==> src/rtl/symbol_draw_arbiter.sv <==
// symbol_draw_arbiter: round-robin arbiter that shares one VGA plot port
// among NREQ requesters. The winner's base position and symbol are latched
// at grant, then every pixel of the symbol is streamed out one per clock.
//
// Handshake: a requester holds req[i] high until it sees gnt[i]; gnt is a
// one-cycle pulse meaning "inputs latched". done[i] pulses one cycle after
// the last pixel of that requester's symbol was plotted. req is only looked
// at while idle, so a request dropped before its grant is simply never served.
module symbol_draw_arbiter #(
  parameter int NREQ = 4,
  parameter int CELL = 16
) (
  input  logic                 clk,
  input  logic                 reset_n,
  input  logic [NREQ-1:0]      req,
  input  logic [8*NREQ-1:0]    req_x,
  input  logic [7*NREQ-1:0]    req_y,
  input  logic [2*NREQ-1:0]    req_sym,
  output logic [NREQ-1:0]      gnt,
  output logic [NREQ-1:0]      done,
  output logic                 busy,
  output logic [7:0]           xout,
  output logic [6:0]           yout,
  output logic [2:0]           colour,
  output logic                 plot,
  output logic [1:0]           state_dbg
);

  localparam int PW = $clog2(NREQ);
  localparam logic [7:0] LAST_X    = 8'(2 * CELL - 1);
  localparam logic [7:0] LAST_FILL = 8'(CELL * CELL - 1);

  typedef enum logic [1:0] {S_IDLE, S_DRAW, S_FIN} state_t;

  state_t          state, state_n;
  logic [PW-1:0]   ptr, ptr_n;
  logic [PW-1:0]   w, w_n;
  logic [7:0]      bx, bx_n;
  logic [6:0]      by, by_n;
  logic [1:0]      sym, sym_n;
  logic [7:0]      idx, idx_n;
  logic [NREQ-1:0] gnt_n, done_n;
  logic            busy_n, plot_n;
  logic [7:0]      xout_n;
  logic [6:0]      yout_n;
  logic [2:0]      colour_n;

  logic            win_found;
  logic [PW-1:0]   win, cand;
  logic [7:0]      sel_x;
  logic [6:0]      sel_y;
  logic [1:0]      sel_sym;
  logic [3:0]      xo, yo;
  logic            last_pix;
  logic [2:0]      sym_colour;

  assign state_dbg = state;

  // Round-robin pick: first set req bit scanning upward from ptr, plus the
  // winner's slice of the packed request buses.
  always_comb begin
    win_found = 1'b0;
    win       = ptr;
    cand      = ptr;
    sel_x     = '0;
    sel_y     = '0;
    sel_sym   = '0;
    for (int k = 0; k < NREQ; k++) begin
      cand = ptr + PW'(k);
      if (!win_found && req[cand]) begin
        win_found = 1'b1;
        win       = cand;
      end
    end
    for (int i = 0; i < NREQ; i++) begin
      if (win == PW'(i)) begin
        sel_x   = req_x[8*i +: 8];
        sel_y   = req_y[7*i +: 7];
        sel_sym = req_sym[2*i +: 2];
      end
    end
  end

  // Pixel offset within the cell for the current index; the X is drawn as
  // the main diagonal then the anti-diagonal, fill/erase as row-major scan.
  always_comb begin
    if (sym == 2'b01) begin
      xo       = idx[4] ? ~idx[3:0] : idx[3:0];
      yo       = idx[3:0];
      last_pix = (idx == LAST_X);
    end else begin
      xo       = idx[3:0];
      yo       = idx[7:4];
      last_pix = (idx == LAST_FILL);
    end
    case (sym)
      2'b01:   sym_colour = 3'b101;
      2'b10:   sym_colour = 3'b010;
      default: sym_colour = 3'b000;
    endcase
  end

  // Next-state and next-output logic; every output is registered below.
  always_comb begin
    state_n  = state;
    ptr_n    = ptr;
    w_n      = w;
    bx_n     = bx;
    by_n     = by;
    sym_n    = sym;
    idx_n    = idx;
    gnt_n    = '0;
    done_n   = '0;
    busy_n   = busy;
    plot_n   = 1'b0;
    xout_n   = xout;
    yout_n   = yout;
    colour_n = colour;
    case (state)
      S_IDLE: begin
        busy_n = 1'b0;
        if (win_found) begin
          gnt_n[win] = 1'b1;
          w_n        = win;
          bx_n       = sel_x;
          by_n       = sel_y;
          sym_n      = sel_sym;
          idx_n      = '0;
          busy_n     = 1'b1;
          ptr_n      = win + PW'(1);
          state_n    = S_DRAW;
        end
      end
      S_DRAW: begin
        plot_n   = 1'b1;
        xout_n   = bx + {4'b0000, xo};
        yout_n   = by + {3'b000, yo};
        colour_n = sym_colour;
        idx_n    = idx + 8'd1;
        if (last_pix) state_n = S_FIN;
      end
      S_FIN: begin
        // busy stays high through the done cycle and drops in IDLE.
        done_n[w] = 1'b1;
        state_n   = S_IDLE;
      end
      default: state_n = S_IDLE;
    endcase
  end

  // State and output registers; reset aborts any draw without a done pulse.
  always_ff @(posedge clk or negedge reset_n) begin
    if (!reset_n) begin
      state  <= S_IDLE;
      ptr    <= '0;
      w      <= '0;
      bx     <= '0;
      by     <= '0;
      sym    <= '0;
      idx    <= '0;
      gnt    <= '0;
      done   <= '0;
      busy   <= 1'b0;
      plot   <= 1'b0;
      xout   <= '0;
      yout   <= '0;
      colour <= '0;
    end else begin
      state  <= state_n;
      ptr    <= ptr_n;
      w      <= w_n;
      bx     <= bx_n;
      by     <= by_n;
      sym    <= sym_n;
      idx    <= idx_n;
      gnt    <= gnt_n;
      done   <= done_n;
      busy   <= busy_n;
      plot   <= plot_n;
      xout   <= xout_n;
      yout   <= yout_n;
      colour <= colour_n;
    end
  end

endmodule
==> config.mk <==
export PLATFORM = sky130hd
export DESIGN_NAME = symbol_draw_arbiter
export DESIGN_NICKNAME = d
export VERILOG_FILES = /design/src/rtl/symbol_draw_arbiter.sv
export SDC_FILE = /design/constraint.sdc
export NUM_CORES = 1
export LEC_CHECK = 0
export ABC_AREA = 1
export BUFFER_PORTS_ARGS = -buffer_cell sky130_fd_sc_hd__buf_4
export CORE_MARGIN = 10
export CORE_UTILIZATION = 25
export DETAILED_ROUTE_END_ITERATION = 7
export PLACE_DENSITY_LB_ADDON = 0.25
export SLEW_MARGIN = 20
export SYNTH_ARGS = -nofsm -noshare
export SYNTH_HDL_FRONTEND = slang
export SYNTH_SLANG_ARGS = --single-unit
==> constraint.sdc <==
create_clock -name clk -period 3.5 [get_ports clk]
set_clock_uncertainty 0.1 [all_clocks]
set_input_delay 0.7 -clock clk [delete_from_list [all_inputs] [get_ports clk]]
set_output_delay 0.7 -clock clk [all_outputs]
set_load 0.005 [all_outputs]
After elaboration in Yosys (flattened, before gate mapping)
Index checks and enable logic that the tools add are counted.
{"block": "op_classes", "addsub": 7, "n_lt_le_gt_ge": 8, "n_eq_ne": 11, "muxes": 46, "bitwise_logic": 1, "reduce_logical": 14}
{"op": "two-way mux 8 bit", "count": 5}
{"op": "two-way mux 7 bit", "count": 4}
{"op": "two-way mux 4 bit", "count": 6}
{"op": "less-than comparator 2 x 3 -> 1 bit, second input constant", "count": 6}
{"op": "two-way mux 2 bit", "count": 9}
{"op": "case mux 8 bit (2 select lines)", "count": 1}
{"op": "two-way mux 1 bit", "count": 13}
{"op": "adder 8 x 1 -> 8 bit, second input constant", "count": 1}
{"op": "adder 8 x 4 -> 8 bit", "count": 1}
{"op": "binary-select mux 1 bit (select 2 bit)", "count": 4}
{"op": "== test 2 bit, second input constant", "count": 4}
{"op": "== test 8 x 5 -> 1 bit, second input constant", "count": 1}
{"op": "== test 8 bit, second input constant", "count": 1}
{"op": "adder 7 x 4 -> 7 bit", "count": 1}
{"op": "== test 2 x 1 -> 1 bit, second input constant", "count": 3}
{"op": "case mux 3 bit (2 select lines)", "count": 1}
{"op": "AND reduction 2 bit", "count": 3}
{"op": "logical AND 1 bit", "count": 5}
{"op": "adder 2 x 1 -> 2 bit, second input constant", "count": 2}
{"op": "adder 2 bit, second input constant", "count": 2}
{"op": "demux 1 bit (select 2 bit)", "count": 2}
{"op": ">= comparator 2 x 1 -> 1 bit, second input constant", "count": 2}
{"op": "logical NOT 2 bit", "count": 2}
{"op": "inequality test 2 bit, second input constant", "count": 2}
{"op": "4 further kinds", "count": 6}
{"block": "totals", "ff_bits": 59, "inputBits": 74, "out_inout_bits": 30, "word_cells": 101}

Longest topological paths before layout
{"block": "depth", "ltp_word": 18, "ltp_mapped": 21, "depth_no_buf": 19}

Worst setup path after synthesis
Ideal clock, no wire load.
{"block": "synth_timing", "kind": "input to register", "start": "input req[1]", "end": "register bx[7]", "setup_ps": 83, "arrival_ps": 2653, "required_time_ps": 3317, "slack_ps": 665, "cell_stages": 20, "n_path_buf": 2, "cell_sequence": "inv_1 > nand2_1 > nand2_1 > nand2_1 > nand2_2 > nand3_2 > nor2_1 > nand2_1 > nand2_1 > inv_1 > ha_1 > clkbuf_1 > nor2_2 > buf_2 > nand2_1 > nand2_1 > o21ai_0 > o21ai_0 > nand2_1 > o21ai_0"}
{"block": "synth_via", "elab_chain_cells": 17, "word_cells_on_any_way": 30, "cone_classes": "eq/ne: 3; mux: 19; reduce/logical: 8"}
{"element": "start: declaration", "line": "15", "text": "input logic [NREQ-1:0] req,"}
{"element": "binary-select mux 1 bit (select 2 bit)", "line": "70", "text": "if (!win_found && req[cand]) begin"}
{"element": "two-way mux 1 bit (implied by the code)", "line": "70"}
{"element": "two-way mux 1 bit", "line": "70"}
{"element": "logical NOT 1 bit", "line": "70"}
{"element": "logical AND 1 bit", "line": "70"}
{"element": "two-way mux 1 bit", "line": "70"}
{"element": "logical NOT 1 bit", "line": "70"}
{"element": "logical AND 1 bit", "line": "70"}
{"element": "two-way mux 1 bit", "line": "70"}
{"element": "logical NOT 1 bit", "line": "70"}
{"element": "logical AND 1 bit", "line": "70"}
{"element": "two-way mux 2 bit (*)", "line": "70"}
{"element": "via win[0]", "line": "49", "text": "logic [PW-1:0] win, cand;"}
{"element": "logical NOT 2 bit", "line": "76", "text": "if (win == PW'(i)) begin"}
{"element": "two-way mux 8 bit (3 in series)", "line": "76"}
{"element": "two-way mux 8 bit (*)", "line": "76"}
{"element": "end signal: assignment", "line": "172", "text": "bx <= bx_n;"}
{"element": "end: declaration", "line": "38", "text": "logic [7:0] bx, bx_n;"}
Mark *: on every way through the listed nets, which the timed path passes. The rest lies on a longest branch. The select of a mux whose other input is x is not followed.
A chain may end at the register's enable or synchronous reset.

Worst setup path in the final report
{"block": "layout_timing", "start": "register ptr[0]", "end": "register by[4]"}
{"block": "layout_via", "elab_chain_cells": 17, "word_cells_on_any_way": 33, "cone_classes": "add/sub: 3; eq/ne: 3; mux: 19; reduce/logical: 8"}
{"element": "start: declaration", "line": "36", "text": "logic [PW-1:0] ptr, ptr_n;"}
{"element": "start signal: assignment", "line": "170", "text": "ptr <= ptr_n;"}
{"element": "parallel branches: the longest is 11 deep, another holds adder 2 x 1 -> 2 bit"}
{"element": "two-way mux 2 bit (*)", "line": "70"}
{"element": "via win[0]", "line": "49"}
{"element": "logical NOT 2 bit", "line": "76"}
{"element": "two-way mux 7 bit (3 in series)", "line": "76"}
{"element": "two-way mux 7 bit (*)", "line": "76"}
{"element": "end signal: assignment", "line": "173", "text": "by <= by_n;"}
{"element": "end: declaration", "line": "39", "text": "logic [6:0] by, by_n;"}
Mark *: on every way through the listed nets, which the timed path passes. The select of a mux whose other input is x is not followed.

==> metrics.yaml <==
drt-vias-per-instance: 4.40
ant_nets: 0
layout-drive-gt1-share_pct: 22.9
ir_worst_vdd_uv: 616
synth_cells: 503
hold_viol_final: 0
crit_fanout: 17
synth_area_mm2: 0.00355
hold_class: "in2async"
finalMaxSlewViolations: 0
highest_layer: "met4"
synth_top_cell_by_area: "dfrtp_1"
cp.required_ns: 3.64
synth_area_leaders: "dfrtp_1, nand2_1, o21ai_0"
cp.arrival_ns: 3.28
cts_tree: "done"
ys_warn_count: 0
final.setup.tns_ns: 0
n_antenna_cell: 0
initial_core_util_pct: 25.6
fillCellCount: 1518
critPathKind: "reg2reg"
boundaryPins: 104
grt_max_degree: 59
h-tree-depth: 3
die_w_um: 139
core_mm2: 0.0139
wl_met2_um: 4400
crit_path_start: "ptr[0]"
firstDrtPassIters: 4
cts_buffers: 9
critPathLaunchType: "register"
synth-seq-cells: 58
die_h_um: 139
grt_pass1_wl_um: 18100
timing.fmax_ghz: 0.319
totalWireLength_um: 11000
timing.rr.start: "ptr[0]"
final-setup-viol-count: 0
dr_wl_met3_um: 949
postSynthAreaPerCell_um2: 7.06
ff2ff_path_depth: 18
ctsHoldBuffers: 0
drtIter0Drc: 178
cts_sinks: 58
port_buffers: 103
first_global_vias: 3568
layout.area.seq_mm2: 0.00145
drc: 0
worst_pin_slew_ns: 0.839
clock_path_buffers: 2
globalplace.congestion: 0.844
num_vias: 3471
globalRouteTotalUtil_pct: 11.2
worst_setup_path_end_kind: "register"
seq_area_frac_synth_pct: 40.9
row_count: 43
cap_violations: 0
postCtsSetupBuffers: 0
synth_top_area_share_pct: 40.9
clkTransAtPathRegs_ns: 0.05
root_buffer: "clkbuf_16"
crit_path_end: "by[4]"
clock_latency_ns: 0.33
design.die.area_mm2: 0.0194
slew_headroom_pct: 44.0
synth.distinct_cells: 28
grt-ovfl-total: 0
finalCritPeriodShare_pct: 89.5
r2r_end: "by[4]"
multiInputGateArea_mm2: 0.00180
place_hpwl_um: 8600
wl_per_cell_um: 13.9
final_nets: 693
rsz0062_at_grt: "no"
cts_resized: 0
grt_antenna_before_repair: 0
report.power.total_mw: 4.88
ff2ff_setup_slack_ns: 0.37
synth_nets: 593
power_density_mw_per_mm2: 1010
syn_to_final_growth_pct: 35.5
leakage_nw: 2.48
met1Wirelength_um: 5510
period_needed_ns: 3.13
status: "finished, final reports clean"
-- layer usage --
layer | track usage, % | vias to the layer above
met5 | 0 | -
met4 | 2.97 | 0
met3 | 4.45 | 12
met2 | 16.3 | 126
met1 | 14.9 | 1529
li1 | - | 1804
-- synth_stat cells (all sizes together) --
master	number
nand2	197
o21ai	69
dfrtp	58
inv	49
nor2	29
a21oi	24
nand3	17
ha	14
clkbuf	13
buf	8
nor3	7
xor2	6
nand4	3
o22ai	3
fa	2
a31oi	1
nor4	1
o31ai	1
xnor2	1
-- registers in the layout, summed over array words and instances, names as in the netlist, 4 cells and up --
| register | cells |
|---|---|
| xout | 8 |
| gnt | 4 |
| done | 4 |
| by | 7 |
| bx | 8 |
| idx | 8 |
| yout | 7 |
-- worst max-delay path, stage by stage, from the launching register on --
cell and delay, ns:
dfrtp_1 0.57, inv_2 0.17, nand2_1 0.12, nand3_1 0.07, nand2_1 0.19, nand3_1 0.17
nand2_1 0.12, nand2_1 0.06, nand2_1 0.16, inv_1 0.09, ha_1 0.21, nor2_2 0.11
buf_4 0.21, nand2_1 0.07, nand2_1 0.05, o21ai_0 0.07, o21ai_0 0.35, nand2_1 0.09
o21ai_0 0.08
-- report_power, final --
group	internal, mW	total [mW]	leakage (nW)	switching [mW]
logic	1.05	2.76	1.60	1.71
registers	0.948	1.18	0.727	0.231
clock network	0.639	0.939	0.156	0.300
total	2.64	4.88	2.48	2.25
-- layout by cell type (no fill, tap or decap), types with 3 or more instances in the layout --
cell type and count:
nand4_1 3, a21oi_1 24, inv_1 45, nand3_1 16, nand2_1 195, nor2_2 6
clkbuf_16 9, dfrtp_1 58, o21ai_0 62, nor2_1 23, xor2_1 6, nor3_1 7
o21ai_1 6, buf_4 110, ha_1 14, o22ai_1 3
-- final cells by class --
cell class / count / share of cell area [%]
Clock buffer: 11 / 5.05
Timing Repair Buffer: 110 / 17.2
Inverter: 49 / 3.95
Sequential cell: 58 / 30.2
Tap cell: 180 / 4.68
Clock inverter: 5 / 1.61
Multi-Input combinational cell: 375 / 37.4
-- kinds of logic after synthesis --
family,share of synthesized area [%]
adders and majority gates,6.06
xor gates and xnor gates,1.73
AOI/OAI and AO/OA,14.1
buffers and inverters,8.50
and+or+nand+nor,28.7
DFF,40.9
-- stage by stage --
step | setup WS (ns) | instances | instance area [um2] | util [%] | hold slack [ns]
2_1_floorplan | 0.665 | 503 | 3550 | - | 0.304
3_3_place_gp | 0.397 | 772 | 4490 | 32.3 | 0.347
3_5_place_dp | 0.346 | 772 | 4490 | 32.3 | 0.352
4_1_cts | 0.412 | 788 | 4810 | 34.6 | 0.372
5_1_grt | 0.0620 | 788 | 4810 | 34.6 | 0.385
6_report | 0.368 | 788 | 4810 | 34.6 | 0.351
-- worst min-delay path by stage --
stage             from   endpoint  slack (ns)  cells past startpoint
2_1_floorplan  reset_n       busy        0.30                      0
3_3_place_gp    sym[0]  colour[1]        0.35                      1
3_5_place_dp    sym[0]  colour[1]        0.35                      1
4_1_cts         sym[0]  colour[1]        0.37                      1
5_1_grt        yout[0]    yout[0]        0.38                      2
6_report       reset_n    xout[0]        0.35                      1
(Power assumes the default switching activity.)
